<file path="src/rtl/instruction_stepper.sv">
// instruction_stepper: push-button single-stepper for an instruction memory.
// Three debounced buttons step the word address forward/back and pick which
// half of the fetched instruction word is shown on the display stage.
// Optional feature: define INSTRUCTION_STEPPER_AUTO_STEP_EN to add the
// auto_mode input and AUTO_PERIOD parameter for periodic automatic stepping.
module instruction_stepper #(
    parameter int unsigned DEBOUNCE_CYCLES = 1000000,
    parameter int unsigned ADDR_W          = 8
`ifdef INSTRUCTION_STEPPER_AUTO_STEP_EN
    ,
    parameter int unsigned AUTO_PERIOD     = 100000000
`endif
) (
    input  logic              clk,
    input  logic              rst,
    input  logic              btn_next,
    input  logic              btn_prev,
    input  logic              btn_half,
`ifdef INSTRUCTION_STEPPER_AUTO_STEP_EN
    input  logic              auto_mode,
`endif
    output logic [ADDR_W-1:0] mem_addr,
    output logic              mem_req,
    input  logic [31:0]       mem_rdata,
    input  logic              mem_valid,
    output logic [31:0]       instruction,
    output logic              lower_bytes,
    output logic [ADDR_W-1:0] pc,
    output logic              busy
);

    localparam int unsigned CNT_W = (DEBOUNCE_CYCLES > 1) ? $clog2(DEBOUNCE_CYCLES) : 1;

    typedef enum logic [1:0] {StStart, StReq, StWait, StIdle} state_t;

    // Bit 0 = next, bit 1 = prev, bit 2 = half.
    logic [2:0]       btn_raw;
    logic [2:0]       sync1_q, sync2_q;
    logic [2:0]       db_q, db_last_q;
    logic [CNT_W-1:0] db_cnt_q [3];
    logic [2:0]       pulse;

    state_t           state_q;
    logic [ADDR_W-1:0] pc_q;
    logic [31:0]      instr_q;
    logic             lower_q;
    logic             mem_req_q;
    logic             busy_q;

    logic             idle;
    logic             auto_fire;
    logic             next_req;
    logic             do_next;
    logic             do_prev;
    logic             do_half;

    assign btn_raw = {btn_half, btn_prev, btn_next};

    // Two-flop synchronisers, debounce counters and edge-detect history.
    always_ff @(posedge clk or posedge rst) begin
        if (rst) begin
            sync1_q   <= '0;
            sync2_q   <= '0;
            db_q      <= '0;
            db_last_q <= '0;
            for (int i = 0; i < 3; i++) begin
                db_cnt_q[i] <= '0;
            end
        end else begin
            sync1_q   <= btn_raw;
            sync2_q   <= sync1_q;
            db_last_q <= db_q;
            for (int i = 0; i < 3; i++) begin
                // Any return to the accepted level restarts the stability count.
                if (sync2_q[i] == db_q[i]) begin
                    db_cnt_q[i] <= '0;
                end else if (db_cnt_q[i] == CNT_W'(DEBOUNCE_CYCLES - 1)) begin
                    db_q[i]     <= sync2_q[i];
                    db_cnt_q[i] <= '0;
                end else begin
                    db_cnt_q[i] <= db_cnt_q[i] + CNT_W'(1);
                end
            end
        end
    end

    assign pulse = db_q & ~db_last_q;

    // Step decode: simultaneous next/prev cancel, and a step beats a half toggle.
    always_comb begin
        idle     = (state_q == StIdle);
        next_req = pulse[0] | auto_fire;
        do_next  = idle & next_req & ~pulse[1];
        do_prev  = idle & pulse[1] & ~next_req;
        do_half  = idle & pulse[2] & ~next_req & ~pulse[1];
    end

`ifdef INSTRUCTION_STEPPER_AUTO_STEP_EN
    localparam int unsigned AUTO_W = (AUTO_PERIOD > 1) ? $clog2(AUTO_PERIOD) : 1;
    logic [AUTO_W-1:0] auto_cnt_q;

    assign auto_fire = idle & auto_mode & (auto_cnt_q == AUTO_W'(AUTO_PERIOD - 1));

    // Idle-time period counter for automatic next steps.
    always_ff @(posedge clk or posedge rst) begin
        if (rst) begin
            auto_cnt_q <= '0;
        end else if (!auto_mode || do_next || do_prev || auto_fire) begin
            auto_cnt_q <= '0;
        end else if (idle) begin
            auto_cnt_q <= auto_cnt_q + AUTO_W'(1);
        end
    end
`else
    assign auto_fire = 1'b0;
`endif

    // Fetch FSM with registered strobe, busy flag and display state.
    always_ff @(posedge clk or posedge rst) begin
        if (rst) begin
            state_q   <= StStart;
            pc_q      <= '0;
            instr_q   <= '0;
            lower_q   <= 1'b0;
            mem_req_q <= 1'b0;
            busy_q    <= 1'b1;
        end else begin
            unique case (state_q)
                StStart: begin
                    state_q   <= StReq;
                    mem_req_q <= 1'b1;
                    busy_q    <= 1'b1;
                end
                StReq: begin
                    state_q   <= StWait;
                    mem_req_q <= 1'b0;
                end
                StWait: begin
                    if (mem_valid) begin
                        instr_q <= mem_rdata;
                        lower_q <= 1'b0;
                        state_q <= StIdle;
                        busy_q  <= 1'b0;
                    end
                end
                StIdle: begin
                    if (do_next || do_prev) begin
                        pc_q      <= do_next ? pc_q + ADDR_W'(1) : pc_q - ADDR_W'(1);
                        state_q   <= StReq;
                        mem_req_q <= 1'b1;
                        busy_q    <= 1'b1;
                    end else if (do_half) begin
                        lower_q <= ~lower_q;
                    end
                end
                default: begin
                    state_q <= StStart;
                end
            endcase
        end
    end

    assign mem_addr    = pc_q;
    assign mem_req     = mem_req_q;
    assign instruction = instr_q;
    assign lower_bytes = lower_q;
    assign pc          = pc_q;
    assign busy        = busy_q;

endmodule

</file>
<file path="config.mk">
export PLATFORM = sky130hd
export DESIGN_NAME = instruction_stepper
export DESIGN_NICKNAME = d
export VERILOG_FILES = /design/src/rtl/instruction_stepper.sv
export SDC_FILE = /design/constraint.sdc
export NUM_CORES = 1
export LEC_CHECK = 0
export ABC_AREA = 1
export BUFFER_PORTS_ARGS = -buffer_cell sky130_fd_sc_hd__buf_2
export CORE_AREA = 2 2 107 109
export CTS_CLUSTER_DIAMETER = 100
export CTS_CLUSTER_SIZE = 20
export DETAILED_ROUTE_END_ITERATION = 7
export DIE_AREA = 0 0 109 111
export PLACE_DENSITY = 0.86
export SLEW_MARGIN = 40
export SYNTH_ARGS = -nofsm -noshare
export SYNTH_HDL_FRONTEND = slang
export SYNTH_SLANG_ARGS = --single-unit
</file>
<file path="constraint.sdc">
create_clock -name clk -period 4.7 [get_ports clk]
set_input_delay 0.47 -clock clk [delete_from_list [all_inputs] [get_ports clk]]
set_output_delay 0.47 -clock clk [all_outputs]
set_load 0.01 [all_outputs]
</file>
==> results_dict.tcl <==
set metrics [dict create \
    crit_family "simple AND/OR/NAND/NOR gates" \
    worst-r2r-setup-slack_ns 2.50 \
    status "completed" \
    initial_core_util_pct 55.0 \
    die_w_um 109 \
    drive_gt1_share_pct 23.1 \
    synth-compound-area-share_pct 2.59 \
    synthTopCellsByArea "dfrtp_1, nand2_1, nor2_1, mux2_2, inv_1" \
    regToRegStartpoint "state_q[0]" \
    cpMaxStageDelayCell "dfrtp_1" \
    fin_area_sq_um 7230 \
    worst_r2r_endpoint "mem_addr[7]" \
    die_h_um 111 \
    clk_path_buf_depth 2 \
    detail-route-antenna-nets 0 \
    cts_buffers 17 \
    grt_overflow 0 \
    root_buffer "clkbuf_16" \
    worstMarginPinSlew_ns 0.568 \
    setup_viol 0 \
    port_buffers 88 \
    antenna_cells 0 \
    grt_pass1_wl_mm 22.5 \
    n_fill_cell 838 \
    finClkSkew_ns 0.00698 \
    antenna_found_initial 0 \
    ys_types 35 \
    ir_drop_mv 0.405 \
    crit_fanout 11 \
    synth_fp_nets 764 \
    critPathLaunchType "flip-flop" \
    clkLatencyLatePin_ns 0.42 \
    num_vias 4971 \
    synth-edff-count 0 \
    ys.warnings.count 0 \
    synth_top_family_by_area "simple AND/OR/NAND/NOR gates" \
    reg2regPathDepth 10 \
    fin_crit_sh_pct 46.9 \
    cts_resized 0 \
    grt_setup_unrepaired "no" \
    cellPowerDensity_nw_per_um2 439 \
    crit_path_start "state_q[0]" \
    ff_latch_area_sq_um 2930 \
    wl_mm 13.0 \
    grt_max_degree 88 \
    cp.required_ns 5.01 \
    leakage_nw 3.41 \
    yosysMostFrequentCell "nand2_1" \
    cp.depth 10 \
    post_cts_buffers 0 \
    cap_violations 0 \
    fin_nets 861 \
    htreeDepth 4 \
    wl_per_cell_um 13.5 \
    period_needed_ns 2.20 \
    cts.sinks 117 \
    critical_path_class "reg -> reg" \
    synthMuxAreaShare_pct 5.92 \
    syn-cell-area_sq_um 6090 \
    core-area_sq_um 11100 \
    viasPerCell 5.15 \
    tritoncts "yes" \
    synth_fa_ha_area_share_pct 3.00 \
    grt_pass1_vias 4983 \
    final_max_slew_viol_count 0 \
    critPathCapture "mem_addr[7]" \
    cp_data_arrival_time_ns 2.51 \
    crit_path_cell_trace "ha_1, nand3_4, ha_1, or2_2, nand2_1, nor2_1, nor2_1, nand2_1, nand3_1, nand2_1" \
    drt-initial-drc-count 257 \
    path_common_cell "nand2_1" \
    ys_seq_elements 117 \
    place_area_sq_um 6650 \
    pin_count 89 \
    place.gp.congestion 0.905 \
    first_pass_iters 4 \
    clkTransAtPathRegs_ns 0.06 \
    drc 0 \
    synth_flop_cell "dfrtp_1" \
    cp-end-kind "flip-flop" \
    critical-path-max-stage-delay_ns 0.42 \
    grt.total_usage_pct 23.4 \
    yosys.area.top_type "dfrtp_1" \
    crit_buf_inv 0 \
    slew-limit-headroom_pct 62.1 \
    ys_async_sr_fraction_pct 100 \
    syn2layout_area_growth_pct 18.8 \
    finalHoldViolations 0 \
    multi_input_area_sq_um 2780 \
    yosys.area_share.simple_pct 29.0 \
    worstHoldPathType "in -> async" \
    die_area_sq_um 12100 \
    tns_ns 0 \
    dp_hpwl_mm 8.90 \
    hold_buffers 0 \
    synth_top_area_share_pct 47.7 \
    avgSynthCellArea_sq_um 8.55 \
    netlist_instances 712 \
    seq_area_frac_synth_pct 48.1 \
    synth_common_cells "nand2_1, nor2_1, dfrtp_1" \
    synth_xor_area_share_pct 5.12 \
    clock.fmax_ghz 0.454 \
    num_rows 39 \
]
cell type report:
class	count	area share [%]
sequential	117	40.5
tap	143	2.47
timing repair buffer	90	6.30
multi-input combinational	502	38.4
clock buffer	17	5.88
clock inverter	15	2.18
inverter	81	4.31
layout by cell type (no fill, tap or decap), types with 2 or more instances in the layout:
master / synthesis / final
nand2_1: 150 / 150
nor2_1: 131 / 131
dfrtp_1: 116 / 116
buf_2: 3 / 88
inv_1: 76 / 75
nand3_1: 56 / 56
mux2_2: 32 / 32
xor2_1: 21 / 21
clkbuf_16: 0 / 17
ha_1: 13 / 13
a21oi_1: 12 / 12
o21ai_0: 10 / 10
nand4_1: 10 / 10
nor3_1: 9 / 9
xnor2_1: 9 / 9
inv_6: 0 / 9
o21ai_1: 8 / 8
nor2_2: 6 / 6
inv_2: 5 / 5
nand2_2: 5 / 5
and2_1: 4 / 4
inv_8: 0 / 4
nand3b_1: 4 / 4
nor2_4: 3 / 3
nand3_4: 3 / 3
xor2_2: 3 / 3
nand3_2: 2 / 2
nor3b_1: 2 / 2
nand2_4: 2 / 2
or2_2: 2 / 2
clkinvlp_4: 0 / 2
buf_4: 8 / 2
worst min path at each step:
stage / startpoint / to / depth (start not counted)
global placement: sync1_q[2] / sync2_q[2] / 0
detailed placement: sync1_q[0] / sync2_q[0] / 0
CTS: btn_next / sync1_q[0] / 1
global route: btn_next / sync1_q[0] / 1
finish: rst / instruction[19] / 2
floorplan: sync1_q[0] / sync2_q[0] / 0
stage by stage:
stage	std cells	hold slack, ns	total power [mW]	util, %	setup WS (ns)
after floorplan	712	0.331	1.67	-	1.13
after global placement	933	0.334	1.88	60.0	2.57
after detailed placement	933	0.352	1.91	60.0	2.52
after CTS	965	0.139	3.20	65.3	2.51
after global routing	965	0.145	3.32	65.3	2.28
final	965	0.141	3.18	65.3	2.50
sequential cells by signal (all words and copies together), names as in the netlist:
signal and count:
busy 1, db_cnt_q 60, db_last_q 3, db_q 3
instruction 32, lower_bytes 1, mem_addr 8, mem_req 1
state_q 2, sync1_q 3, sync2_q 3
per-layer routing:
metal  GRT usage (%)  share of wire [%]  vias up
li1                -                  -     2462
met1            30.3                 44     2301
met2            37.2                 48      172
met3            5.94                5.7       36
met4            10.0                2.4        0
met5               0                  0        -
power breakdown:
group	switching [mW]	internal, mW	total, mW
combinational	0.321	0.298	0.619
clock	0.529	0.752	1.28
sequential	0.0953	1.18	1.28
total	0.945	2.23	3.18
cell families after synthesis:
logic type | after synthesis
compound gates | 31
flops | 117
simple gates | 392
xor+xnor | 33
buf+inv | 93
fa+ha+maj | 14
mux | 32
worst reg2reg max path, delay by kind of cell (launching register included):
kind	cells	cell delay [ns]
fa+ha+maj	2	0.75
flops	1	0.42
simple gates	8	0.94
Note: power is estimated with default switching activity, not from simulation.
